## src/rtl/keccak_pkg.sv

```systemverilog
// Shared types and limits for the Keccak-f round controller.
package keccak_pkg;

   localparam int unsigned NUM_ROUNDS_MAX = 24;
   localparam int unsigned ROUND_W        = 5;

   typedef enum logic [1:0] {
      ST_IDLE = 2'd0,
      ST_LOAD = 2'd1,
      ST_RUN  = 2'd2,
      ST_OUT  = 2'd3
   } keccak_state_e;

endpackage

```

## src/rtl/keccak_round_ctrl_if.sv

```systemverilog
// Control handshake between the Keccak round controller and its host/datapath.
interface keccak_round_ctrl_if;
   import keccak_pkg::*;

   logic               start;
   logic               ready;
   logic               abort;
   logic               hold;
   logic               load_en;
   logic               round_en;
   logic [ROUND_W-1:0] round_number;
   logic               last_round;
   logic               out_valid;
   logic               out_ready;

   modport master (
      output start, abort, hold, out_ready,
      input  ready, load_en, round_en, round_number, last_round, out_valid
   );

   modport slave (
      input  start, abort, hold, out_ready,
      output ready, load_en, round_en, round_number, last_round, out_valid
   );
endinterface

```

## src/rtl/keccak_round_counter.sv

```systemverilog
// Round index counter: clears, counts on enable, saturates at the last round.
module keccak_round_counter
   import keccak_pkg::*;
#(
   parameter int unsigned NUM_ROUNDS = 24
) (
   input  logic               clk,
   input  logic               rst,
   input  logic               clear,
   input  logic               enable,
   output logic [ROUND_W-1:0] count,
   output logic               tc
);

   localparam logic [ROUND_W-1:0] LAST = ROUND_W'(NUM_ROUNDS - 1);

   always_ff @(posedge clk) begin
      if (rst || clear) begin
         count <= '0;
      end else if (enable && !tc) begin
         count <= count + ROUND_W'(1);
      end
   end

   assign tc = (count == LAST);

endmodule

```

## src/rtl/keccak_round_ctrl.sv

```systemverilog
// Sequences one Keccak-f permutation: load strobe, NUM_ROUNDS round enables, result handshake.
module keccak_round_ctrl
   import keccak_pkg::*;
#(
   parameter int unsigned NUM_ROUNDS = 24
) (
   input  logic                clk,
   input  logic                rst,
   keccak_round_ctrl_if.slave  bus
);

   if (NUM_ROUNDS < 1 || NUM_ROUNDS > NUM_ROUNDS_MAX) begin : g_bad_rounds
      $error("keccak_round_ctrl: NUM_ROUNDS out of range 1..24");
   end

   keccak_state_e      state;
   keccak_state_e      state_nxt;
   logic               ready;
   logic               load_en;
   logic               round_en;
   logic               cnt_clear;
   logic               tc;
   logic [ROUND_W-1:0] count;

   always_ff @(posedge clk) begin
      if (rst) begin
         state <= ST_IDLE;
      end else begin
         state <= state_nxt;
      end
   end

   // Outputs decode from state plus hold/abort only; start/out_ready steer the next state.
   always_comb begin
      state_nxt = state;
      ready     = 1'b0;
      load_en   = 1'b0;
      round_en  = 1'b0;
      cnt_clear = 1'b0;
      case (state)
         ST_IDLE: begin
            ready = 1'b1;
            if (bus.start) state_nxt = ST_LOAD;
         end
         ST_LOAD: begin
            load_en   = !bus.abort;
            state_nxt = ST_RUN;
         end
         ST_RUN: begin
            round_en = !bus.hold && !bus.abort;
            if (round_en && tc) state_nxt = ST_OUT;
         end
         ST_OUT: begin
            if (bus.out_ready) begin
               state_nxt = ST_IDLE;
               cnt_clear = 1'b1;
            end
         end
         default: state_nxt = ST_IDLE;
      endcase
      if (bus.abort) begin
         state_nxt = ST_IDLE;
         cnt_clear = 1'b1;
      end
   end

   keccak_round_counter #(.NUM_ROUNDS(NUM_ROUNDS)) u_counter (
      .clk    (clk),
      .rst    (rst),
      .clear  (cnt_clear),
      .enable (round_en),
      .count  (count),
      .tc     (tc)
   );

   assign bus.ready        = ready;
   assign bus.load_en      = load_en;
   assign bus.round_en     = round_en;
   assign bus.round_number = count;
   assign bus.last_round   = round_en && tc;
   assign bus.out_valid    = (state == ST_OUT);

endmodule

```

## src/flat_wrapper.sv

```systemverilog
// flat-port wrapper written by rule: the top's interface ports become plain ports
module keccak_round_ctrl_flat import keccak_pkg::*;
#(
   parameter int unsigned NUM_ROUNDS = 24
)
  (clk, rst, bus_start, bus_abort, bus_hold, bus_out_ready, bus_ready, bus_load_en, bus_round_en, bus_round_number, bus_last_round, bus_out_valid);
  keccak_round_ctrl_if bus_i ();
  input  logic clk;
  input  logic rst;
  input wire logic [$bits(bus_i.start)-1:0] bus_start;
  input wire logic [$bits(bus_i.abort)-1:0] bus_abort;
  input wire logic [$bits(bus_i.hold)-1:0] bus_hold;
  input wire logic [$bits(bus_i.out_ready)-1:0] bus_out_ready;
  output wire logic [$bits(bus_i.ready)-1:0] bus_ready;
  output wire logic [$bits(bus_i.load_en)-1:0] bus_load_en;
  output wire logic [$bits(bus_i.round_en)-1:0] bus_round_en;
  output wire logic [$bits(bus_i.round_number)-1:0] bus_round_number;
  output wire logic [$bits(bus_i.last_round)-1:0] bus_last_round;
  output wire logic [$bits(bus_i.out_valid)-1:0] bus_out_valid;
  assign bus_i.start = bus_start;
  assign bus_i.abort = bus_abort;
  assign bus_i.hold = bus_hold;
  assign bus_i.out_ready = bus_out_ready;
  assign bus_ready = bus_i.ready;
  assign bus_load_en = bus_i.load_en;
  assign bus_round_en = bus_i.round_en;
  assign bus_round_number = bus_i.round_number;
  assign bus_last_round = bus_i.last_round;
  assign bus_out_valid = bus_i.out_valid;
  keccak_round_ctrl #(.NUM_ROUNDS(NUM_ROUNDS)) u_core (.clk(clk), .rst(rst), .bus(bus_i));
endmodule
```

## config.mk

```make
export PLATFORM = sky130hd
export DESIGN_NAME = keccak_round_ctrl_flat
export DESIGN_NICKNAME = d
export VERILOG_FILES = /design/src/rtl/keccak_pkg.sv /design/src/rtl/keccak_round_ctrl_if.sv /design/src/rtl/keccak_round_counter.sv /design/src/rtl/keccak_round_ctrl.sv /design/src/flat_wrapper.sv
export SDC_FILE = /design/constraint.sdc
export NUM_CORES = 1
export LEC_CHECK = 0
export CAP_MARGIN = 20
export CORE_AREA = 2 2 39 41
export DETAILED_ROUTE_END_ITERATION = 8
export DIE_AREA = 0 0 41 43
export GPL_ROUTABILITY_DRIVEN = 0
export MAX_ROUTING_LAYER = met4
export PLACE_DENSITY = 0.68
export SETUP_SLACK_MARGIN = 0.3
export SLEW_MARGIN = 20
export SYNTH_ARGS = -nofsm -noshare
export SYNTH_HDL_FRONTEND = slang
export SYNTH_HIERARCHICAL = 1
export SYNTH_SLANG_ARGS = --single-unit
```

## constraint.sdc

```tcl
create_clock -name clk -period 2.55 [get_ports clk]
set_input_delay 0.3825 -clock clk [delete_from_list [all_inputs] [get_ports clk]]
set_output_delay 0.3825 -clock clk [all_outputs]
set_load 0.1 [all_outputs]
```

# == Word level (Yosys, flattened, before mapping) ==
# Index checks and enable logic that the tools add are counted.
# op_classes
n_eq_ne,7
n_mux,10
n_reduce_logical,11
add_sub_neg,1
# op_table
operator,n
$pmux 2 s4,1
$mux 1,6
$mux 2,3
$add 5x1->5 const B,1
$eq 5x5->1 const B,1
$eq 2x2->1 const B,2
$logic_and 1x1->1,4
$ne 2x2->1 const B,2
$logic_not 1->1,3
$reduce_and 3->1,1
$eq 2x1->1 const B,1
$logic_not 2->1,1
$ne 2x1->1 const B,1
$reduce_or 2->1,1
$logic_or 1x1->1,1
# word_totals
regBits,7

# == Logic depth before layout (Yosys ltp) ==
# logic_depth
depth_word,5
depth_mapped,7

# == Cells and area by module ==
# The synthesis kept the hierarchy.
# modules_own_cells
module,area_per_inst_um2,cells_per_inst,instances,seq_area_each_um2
keccak_round_counter,245.2,26,1,100.1
keccak_round_ctrl,215.2,24,1,40.0

# == Worst setup path after synthesis ==
# No wires, ideal clock.
# synth_path
kind,reg2reg
from,reg u_core.state[0]
to,reg u_core.u_counter.count[3]
setup_ns,0.115
n_path_buf,0
arrival_time_ns,3.723
path_slack_ns,-1.288
stages_incl_launch_ff,8
required_time_ns,2.435
path_cell_list,dfxtp_1 inv_1 ha_1 inv_1 nor3_1 nand4_1 xnor2_1 and3_1
# synth_between
word_cells_on_any_way,7
classes_between,eq/ne (2); mux (3); reduce/logical (2)
# synth_lines
element,line,rtl
start: declaration,keccak_round_ctrl.sv:16,keccak_state_e state;
start signal: assignment,keccak_round_ctrl.sv:29,state <= state_nxt;
$eq 2x2->1,keccak_round_ctrl.sv:40,case (state)
$mux 1,keccak_round_ctrl.sv:40,
named net bus_round_en,flat_wrapper.sv:16,output wire logic [$bits(bus_i.round_en)-1:0] bus_round_en;
$logic_and 1x1->1,keccak_round_counter.sv:20,end else if (enable && !tc) begin
end signal: assignment,keccak_round_counter.sv:21,count <= count + ROUND_W'(1);
end: declaration,keccak_round_counter.sv:11,"output logic [ROUND_W-1:0] count,"
# The timed path passes the listed nets, and every way through them passes these cells.
# A chain may end at the register's enable or synchronous reset.

# == Worst setup path in the final report ==
# layout_path
from,reg u_core.u_counter.count[0]
to,out bus_last_round
# layout_between
elab_chain_cells,2
# layout_rtl
element,line,rtl
$eq 5x5->1,keccak_round_counter.sv:25,assign tc = (count == LAST);
named net u_core.tc,keccak_round_ctrl.sv:22,logic tc;
$logic_and 1x1->1,keccak_round_ctrl.sv:80,assign bus.last_round = round_en && tc;
end: declaration,flat_wrapper.sv:18,output wire logic [$bits(bus_i.last_round)-1:0] bus_last_round;
# The timed path passes the listed nets, and every way through them passes these cells.

==> reports/qor_table.md <==
| Parameter | Reported |
|:---|:---|
| Run status | finished clean |
| Part of the Yosys area used for sequential elements | 30.4% |
| Number of buffer and inverter stages on the critical path | 2 |
| Tightest Hold Check Type | reg -> reg |
| Gate Count Post-Synth | 50 |
| Summed negative setup slack over all endpoints | 0 ns |
| Post-synthesis cell type count | 27 |
| Remaining global-route overflow | 0 |
| Cell area after placement | 688 sq um |
| Hold Crit Endpoint | u_core/state[1] |
| Number of clock sinks seen by CTS | 7 |
| R2R depth | 6 |
| Horizontal die dimension | 41 um |
| Antenna violations before repair | 0 |
| Hold Path Stages | 2 |
| Fraction of post-synthesis cell area in the top cell type by area | 30.4% |
| Slew @ Worst Pin | 0.392 ns |
| Root buffer cell | clkbuf_4 |
| Number of detailed-routing iterations run before antenna repair | 4 |
| Clk buf depth | 2 |
| Number of flip-flops and latches in the synthesized netlist | 7 |
| Via density per instance | 4.92 |
| Final worst clock skew | 0.00449 ns |
| Critical path endpoint category | primary output |
| Clock slew seen by the registers of the worst setup and hold paths | 0.05 ns |
| Final Cycle Share | 84.0% |
| Yosys warns | 6 |
| Number of maximum-capacitance constraint violations | 0 |
| Reg-to-reg setup timing slack | 0.79 ns |
| Die Footprint | 1760 sq um |
| Final setup vio count | 0 |
| Buffers added on ports | 15 |
| Number of buffers created by CTS | 3 |
| Top library cells by usage in the layout, fill and taps aside | buf_4 (7), clkdlybuf4s50_1 (5), ha_1 (5) |
| Wire length of the first global-routing pass | 1640 um |
| Slowest Stage Delay on Critical Path | 0.40 ns |
| Cell-by-cell listing of the critical path | ha_4, nand4b_2, clkinv_2, or3b_4, nor2_4, buf_12 |
| Initial core utilization | 33.3% |
| Number of placement rows | 14 |
| Max frequency | 467 MHz |
| Per-cell routed wire length | 11.6 um |
| Clock period minus final worst setup slack | 2.14 ns |
| Fraction of final layout cells sized beyond drive strength 1 | 40.6% |
| Overall track demand over capacity in global routing | 14.2% |
| HP Start | u_core/state[1] |
| Cell taking the most area after synthesis | dfxtp_1 |
| End of the worst register-to-register path | u_core/state[1] |
| Critical path class | reg -> out |
| Top cells by area in the synthesized netlist | dfxtp_1 (30%), ha_1 (16%), inv_1 (3.3%), nand4b_2 (3.3%), nor2_1 (3.3%) |
| Antenna diode instance count | 0 |
| Slew Viols, Final | 0 |
| Detail Placement HPWL | 799 um |
| Non-filler instance count after layout | 85 |
| Number of DRC markers in iteration 0 | 17 |
| Final Hold Vio Count | 0 |
| Die height | 43 um |
| Number of global-route vias before repair | 404 |
| Routed via count | 418 |
| Resized Gates After CTS | 0 |
| Max_slew headroom | 73.8% |
| I/O Pins | 16 |
| Final std cell area, no fill | 714 sq um |
| Antenna viol nets, final | 0 |
| Residual DRC | 0 |
| Worst voltage drop across the vdd grid | 0.215 mV |
| Kind of launch point of the worst setup path | flop |
| Pwr/cell area | 364 nW/um^2 |
| Unrepaired setup endpoints after global routing | false |
| Syn avg cell area | 9.21 sq um |
| Critical path's top delay family | simple AND/OR/NAND/NOR gates |
| Count of hold-fix buffers inserted at cts | 0 |
| Count of buffers added by post-CTS timing repair for setup | 0 |
| Maximum number of pins on one net before global-route repair | 9 |
| Total wire length | 985 um |
| Launch instance of the worst register-to-register path | u_core/u_counter/count[0] |
| Leading cell type in the layout, fill and taps excluded | buf_4 |
| Leakage | 0.317 nW |
| Number of instances in the placed design | 81 |
| Required time at the endpoint of the critical path | 2.17 ns |
| TritonCTS clock tree | done |
| Master of the slowest instance on the critical path | or3b_4 |
| Depth of the CTS H-tree | 1 |
| Area growth from synthesis to layout | 55.2% |
| Final net count | 82 |
| Area of the placeable core | 1380 sq um |
| Total standard cell area after synthesis | 460 sq um |
| Syn nets | 62 |
| Critical-path maximum fanout | 5 |
| Data arrival time of the worst path | 1.76 ns |
| Later-pin clock latency in the skew report | 0.25 ns |
sequential cells by signal, summed over array words and instances (netlist names):
name and count:
u_core/state 2, u_core/u_counter/count 5
worst max path at each step:
stage | start | endpoint | depth (start not counted)
final | u_core/u_counter/count[0] | bus_last_round | 6
after global routing | u_core/u_counter/count[0] | bus_last_round | 6
after CTS | u_core/u_counter/count[0] | bus_last_round | 6
after detailed placement | bus_abort | bus_last_round | 4
after global placement | bus_abort | bus_last_round | 4
after floorplan | u_core/u_counter/count[4] | bus_last_round | 4
cells in the mapped netlist (all sizes together):
cell / count
nand3: 2
nor3: 2
xor2: 1
nand4: 2
or4: 1
a21oi: 1
o211ai: 1
a211oi: 1
a21o: 1
a21boi: 1
o21ai: 1
dfxtp: 7
nor2: 4
nand2: 3
or3b: 1
o211a: 1
clkinv: 1
mux2i: 1
and2b: 1
ha: 6
inv: 4
xnor2: 1
and3: 1
nor4: 1
nand4b: 2
nor2b: 2
worst register-to-register path, cell delays in order (launching register included):
cell	delay, ns
dfxtp_4	0.37
ha_4	0.16
nand4b_2	0.16
clkinv_2	0.11
or3b_4	0.40
a211oi_2	0.29
mux2i_1	0.21
where the power goes:
| part | total (mW) | switching, mW | internal, mW |
|---|---|---|---|
| Clock | 0.100 | 0.0405 | 0.0597 |
| Combinational | 0.0506 | 0.0311 | 0.0195 |
| Sequential | 0.110 | 0.00171 | 0.108 |
cell families (layout without fill, tap and decap cells):
| logic type | Yosys count | in the layout | synth area share, % |
|---|---|---|---|
| AND/OR/NAND/NOR | 22 | 22 | 30.7 |
| AO/OA/AOI/OAI | 7 | 7 | 12.2 |
| flip-flops | 7 | 7 | 30.4 |
| adder cells (fa/ha/maj) | 6 | 6 | 16.3 |
| buffers and inverters | 5 | 24 | 4.35 |
| XOR/XNOR | 2 | 2 | 3.81 |
| multiplexers | 1 | 1 | 2.17 |
stage by stage:
stage                     setup WS (ns)  hold slack, ns  total power [mW]  utilization, %
after floorplan                   0.301           0.447             0.143               -
after global placement            0.531           0.487             0.162            49.7
after detailed placement          0.516           0.496             0.163            49.7
after CTS                         0.394           0.503             0.267            51.6
after global routing              0.336           0.537             0.280            51.6
final                             0.409           0.496             0.260            51.6
final cells by class:
type	instances	area (sq um)
Tap cell	16	20.0
Clock buffer	4	26.3
Inverter	5	20.0
Fill cell	132	669
Timing Repair Buffer	15	163
Sequential cell	7	154
Multi-Input combinational cell	38	332
metal layers:
layer  vias to the layer above  GRT usage [%]  wire length (um)
li1                        215              -                 -
met5                         -              -                 0
met2                        14           20.9               490
met3                         0           7.85                61
met4                         0           4.00                 0
met1                       189           16.2               432
No activity file was read; power rests on OpenSTA's default activity.
==> RTL change 1: new RTL, same flow settings <==
`ROUND_W`: 5 -> 7.
--- a/src/rtl/keccak_pkg.sv
+++ b/src/rtl/keccak_pkg.sv
@@ -4,3 +4,3 @@
    localparam int unsigned NUM_ROUNDS_MAX = 24;
-   localparam int unsigned ROUND_W        = 5;
+   localparam int unsigned ROUND_W        = 7;
 
Interface: changed (resized bus_round_number); port bits go from 16 to 18. The function was not compared with the original's and may differ.
==> RTL change 1 against the unedited design <==
Sequential power increased by 27%; power increased by 17%; non-clock buffer count increased by 3; synthesized area increased by 22%; worst setup slack got worse by 0.014 ns; clock skew increased by 0.0033 ns; clock power increased by 10%; first-iteration DRC count decreased by 82%; sequential cell count increased by 2; cell area increased by 23%; count of clock-buffer cells in the layout unchanged; routed wire length increased by 27%; critical endpoint unchanged; largest cell class unchanged; largest power group unchanged.
==> RTL change 1: results (changes against the unedited design) <==
asr flop ratio synth = 0% (unchanged)
dpl cell area = 838.3 sq um (+22%)
largest fanout on the critical path = 6 (+1)
post-synthesis adder-cell area fraction = 13.36% (-2.9 points)
Final nets = 100 (+22%)
LEAKAGE = 0.0003242 uW (+2.2%)
vias in the first global route = 479 (+19%)
Net Sw Frac = 27.78% (-0.37 points)
Met3 Wirelength = 55 um (-9.8%)
sequential area share after synthesis = 32.07% (+1.6 points)
Net Switching = 84.27 uW (+15%)
Max Cap Violations = 0 (unchanged)
met2 wire length = 608 um (+24%)
Via Count = 543 (+30%)
HPWL after DPL = 1.009 mm (+26%)
end point of the critical path = bus_last_round
Post-Synth XOR/XNOR Area = 1.559% (-2.2 points)
largest registers = u_core/u_counter/count: 7 flops, u_core/state: 2 flops
layout cells sized above 1 = 43.68% (+3.1 points)
met3 GRT Util = 9.424% (+1.6 points)
routing usage on met2 = 25.00% (+4.1 points)
dpl ws = 0.4913 ns (-0.02471 ns)
max FFs per register = 7 (+2)
max incr delay on CP = 0.44 ns (+0.04 ns)
Clock Power Share = 36.3% (-2.2 points)
ranking of synthesized cells by area = dfxtp_1 32%, ha_1 13%, mux2i_1 5.3%
count of input and output buffers = 17 (+2)
Logic pwr share = 17.4% (-2.0 points)
status = finished clean
post-synthesis compound-gate area fraction = 15.81% (+3.6 points)
top cells by count, synth = 9 x dfxtp_1, 8 x nand2_1, 6 x ha_1, 5 x nor2_1
largest net degree at the start of global routing = 8 (-1)
Syn Nets = 77 (+24%)
Yosys warnings = 6 (unchanged)
CP max-delay cell = or3b_4
Fin Clk Skew = 0.007790 ns (+0.003301 ns)
GR Util All Layers = 17.84% (+3.6 points)
mux share of post-synthesis cell area = 5.345% (+3.2 points)
Slew Limit Headroom = 76.76% (+3.0 points)
first-pass GRT wire length = 2.090 mm (+28%)
## RTL change 1: cell types whose count changed in the layout (fill, tap and decap cells not counted), sizes merged, moves of 2 or more
cell    unedited run  this run
nand2              3         8
or3                0         3
buf               10        13
dfxtp              7         9
mux2i              1         3
a21oi              1         4
nand4b             2         0
nand2b             0         2
## RTL change 1: cell type report
cell class | count | area (sq um) | area share [%]
Clock buffer | 4 | 26.28 | 2.983
Inverter | 4 | 15.01 | 1.705
Multi-Input combinational cell | 52 | 432.9 | 49.15
Sequential cell | 9 | 201.4 | 22.87
Tap cell | 16 | 20.02 | 2.273
Timing Repair Buffer | 18 | 185.2 | 21.02
## RTL change 1: what timing repair did
action | CTS | global route
setup endpoints to repair | 0 | 1
hold buffers | 0 | 0
endpoints found under the hold margin | 0 | 0
buffers inserted | 0 | 1
gates resized for setup | 0 | 1
## RTL change 1: metrics by stage
stage	instances	hold WS (ns)
global route	103	0.5128
detailed placement	98	0.4920
CTS	102	0.5005
floorplan	65	0.4716
finish	103	0.4940
global placement	98	0.4843
==> RTL change 2: new RTL, same flow settings <==
Without the edit above. Reset style: asynchronous (`rst`), changed in one clocked block.
--- a/src/rtl/keccak_round_ctrl.sv
+++ b/src/rtl/keccak_round_ctrl.sv
@@ -24,3 +24,3 @@
 
-   always_ff @(posedge clk) begin
+   always_ff @(posedge clk or posedge rst) begin
       if (rst) begin
Formal check against the unedited RTL: differs if rst is asserted again (counterexample within 4 cycles, from zero or initial values and one cycle with rst high); with rst held inactive, the same outputs for 10 cycles.
==> RTL change 2 against the unedited design <==
Sequential cell count is the same; worst setup slack better by 0.018 ns; synthesized area down 0.27%; synthesized cell count decreased by 2.0%; fmax is 0.84% higher; die area is the same; clock skew barely moved; cell area is 0.88% higher; routed wire length grew 1.1%; critical endpoint is now u_core/state[0]$_DFFE_PP0P_.
Power is not compared: it rests on default switching activity, and its combinational part moved more than twofold at a synthesized area within 25%.
==> RTL change 2: results (changes against the unedited design) <==
Internal = 290.4 uW
CP max-delay cell = a222oi_1
worst reg-to-reg path cell count = 6 (unchanged)
Vias/cell = 4.907 (-0.22%)
Max Root-Sink Buffers = 2 (unchanged)
reg2reg setup slack = 0.43 ns (-0.36 ns)
HPWL after DPL = 778.4 um (-2.6%)
worst skew pair latency = 0.25 ns (about the same)
H-tree Lvls = 1 (unchanged)
reg-to-reg startpoint = u_core/u_counter/count[0]$_SDFFE_PP0P_
grt ovf = 0 (unchanged)
layout cells sized above 1 = 42.86% (+2.3 points)
dpl ws = 0.4590 ns (-0.05701 ns)
post-synthesis adder-cell area fraction = 13.62% (-2.7 points)
min-delay worst type = in -> async
first-pass GRT wire length = 1.469 mm (-10%)
Via Count = 422 (+0.96%)
drt first-iter violations = 10 (-7)
synth unique cells = 29 (+7.4%)
Arr. time, crit path = 2.25 ns (+0.49 ns)
Least-Margin Pin Slew = 0.4599 ns (+0.06772 ns)
placed cell count = 82 (+1.2%)
Critical path origin = u_core/u_counter/count[0]$_SDFFE_PP0P_
largest net degree at the start of global routing = 9 (unchanged)
mux share of post-synthesis cell area = 4.632% (+2.5 points)
Post-Route WL = 996 um (+1.1%)
vias in the first global route = 362 (-10%)
largest registers = u_core/u_counter/count: 5 flops, u_core/state: 2 flops
ranking of synthesized cells by area = dfxtp_1 22%, ha_1 14%, dfrtp_1 11%
Post-Synth XOR/XNOR Area = 3.815% (+0.010 points)
status = finished clean
GR Util All Layers = 12.40% (-1.8 points)
Syn Nets = 60 (-3.2%)
post-synthesis compound-gate area fraction = 9.264% (-3.0 points)
dpl cell area = 694.4 sq um (+0.91%)
CTS resizes = 0 (unchanged)
CTS root buffer = clkbuf_4
Primary FF master, synth = dfxtp_1
asr flop ratio synth = 28.57% (+29 points)
end point of the critical path = u_core/state[0]$_DFFE_PP0P_
top cells by count, synth = 6 x inv_1, 5 x dfxtp_1, 5 x ha_1, 4 x nor2_1
max incr delay on CP = 0.38 ns (-0.02 ns)
Num CTS Buffers = 3 (unchanged)
initial antenna violation count = 0 (unchanged)
sequential area share after synthesis = 32.70% (+2.3 points)
hold slack = 0.3916 ns (-0.1046 ns)
Fin Clk Skew = 0.004371 ns (-0.0001177 ns)
Post-Syn Instances = 49 (-2.0%)
==> RTL change 2: worst max-delay path: cells and delay by family (launching register included) <==
family,cells,cell delay (ns)
and+or+nand+nor,2,0.54
buffers and inverters,1,0.12
adders and majority gates,1,0.24
DFF,1,0.36
muxes,1,0.36
AOI/OAI and AO/OA,1,0.38
==> RTL change 2: layout make-up <==
class / count / area [sq um]
repair buffers: 17 / 177.7
inverters: 7 / 27.53
multi-input cells: 35 / 307.8
flip-flops and latches: 7 / 161.4
fillers: 127 / 663.1
well taps: 16 / 20.02
clock buffers: 4 / 26.28
==> RTL change 2: power groups by stage <==
stage	Sequential (uW)	Combinational [uW]	Clock [uW]
after CTS	145	334	104
after floorplan	147	257	0
after global placement	147	330	0
after detailed placement	147	334	0
after global routing	147	348	111
final	145	330	101
==> RTL change 2: routing by layer <==
layer	wire length (um)	global-route usage (%)	vias up
met3	42	4.712	0
met4	0	4.000	0
met1	457	14.98	196
met2	496	18.44	9
li1	-	-	217
met5	0	-	-
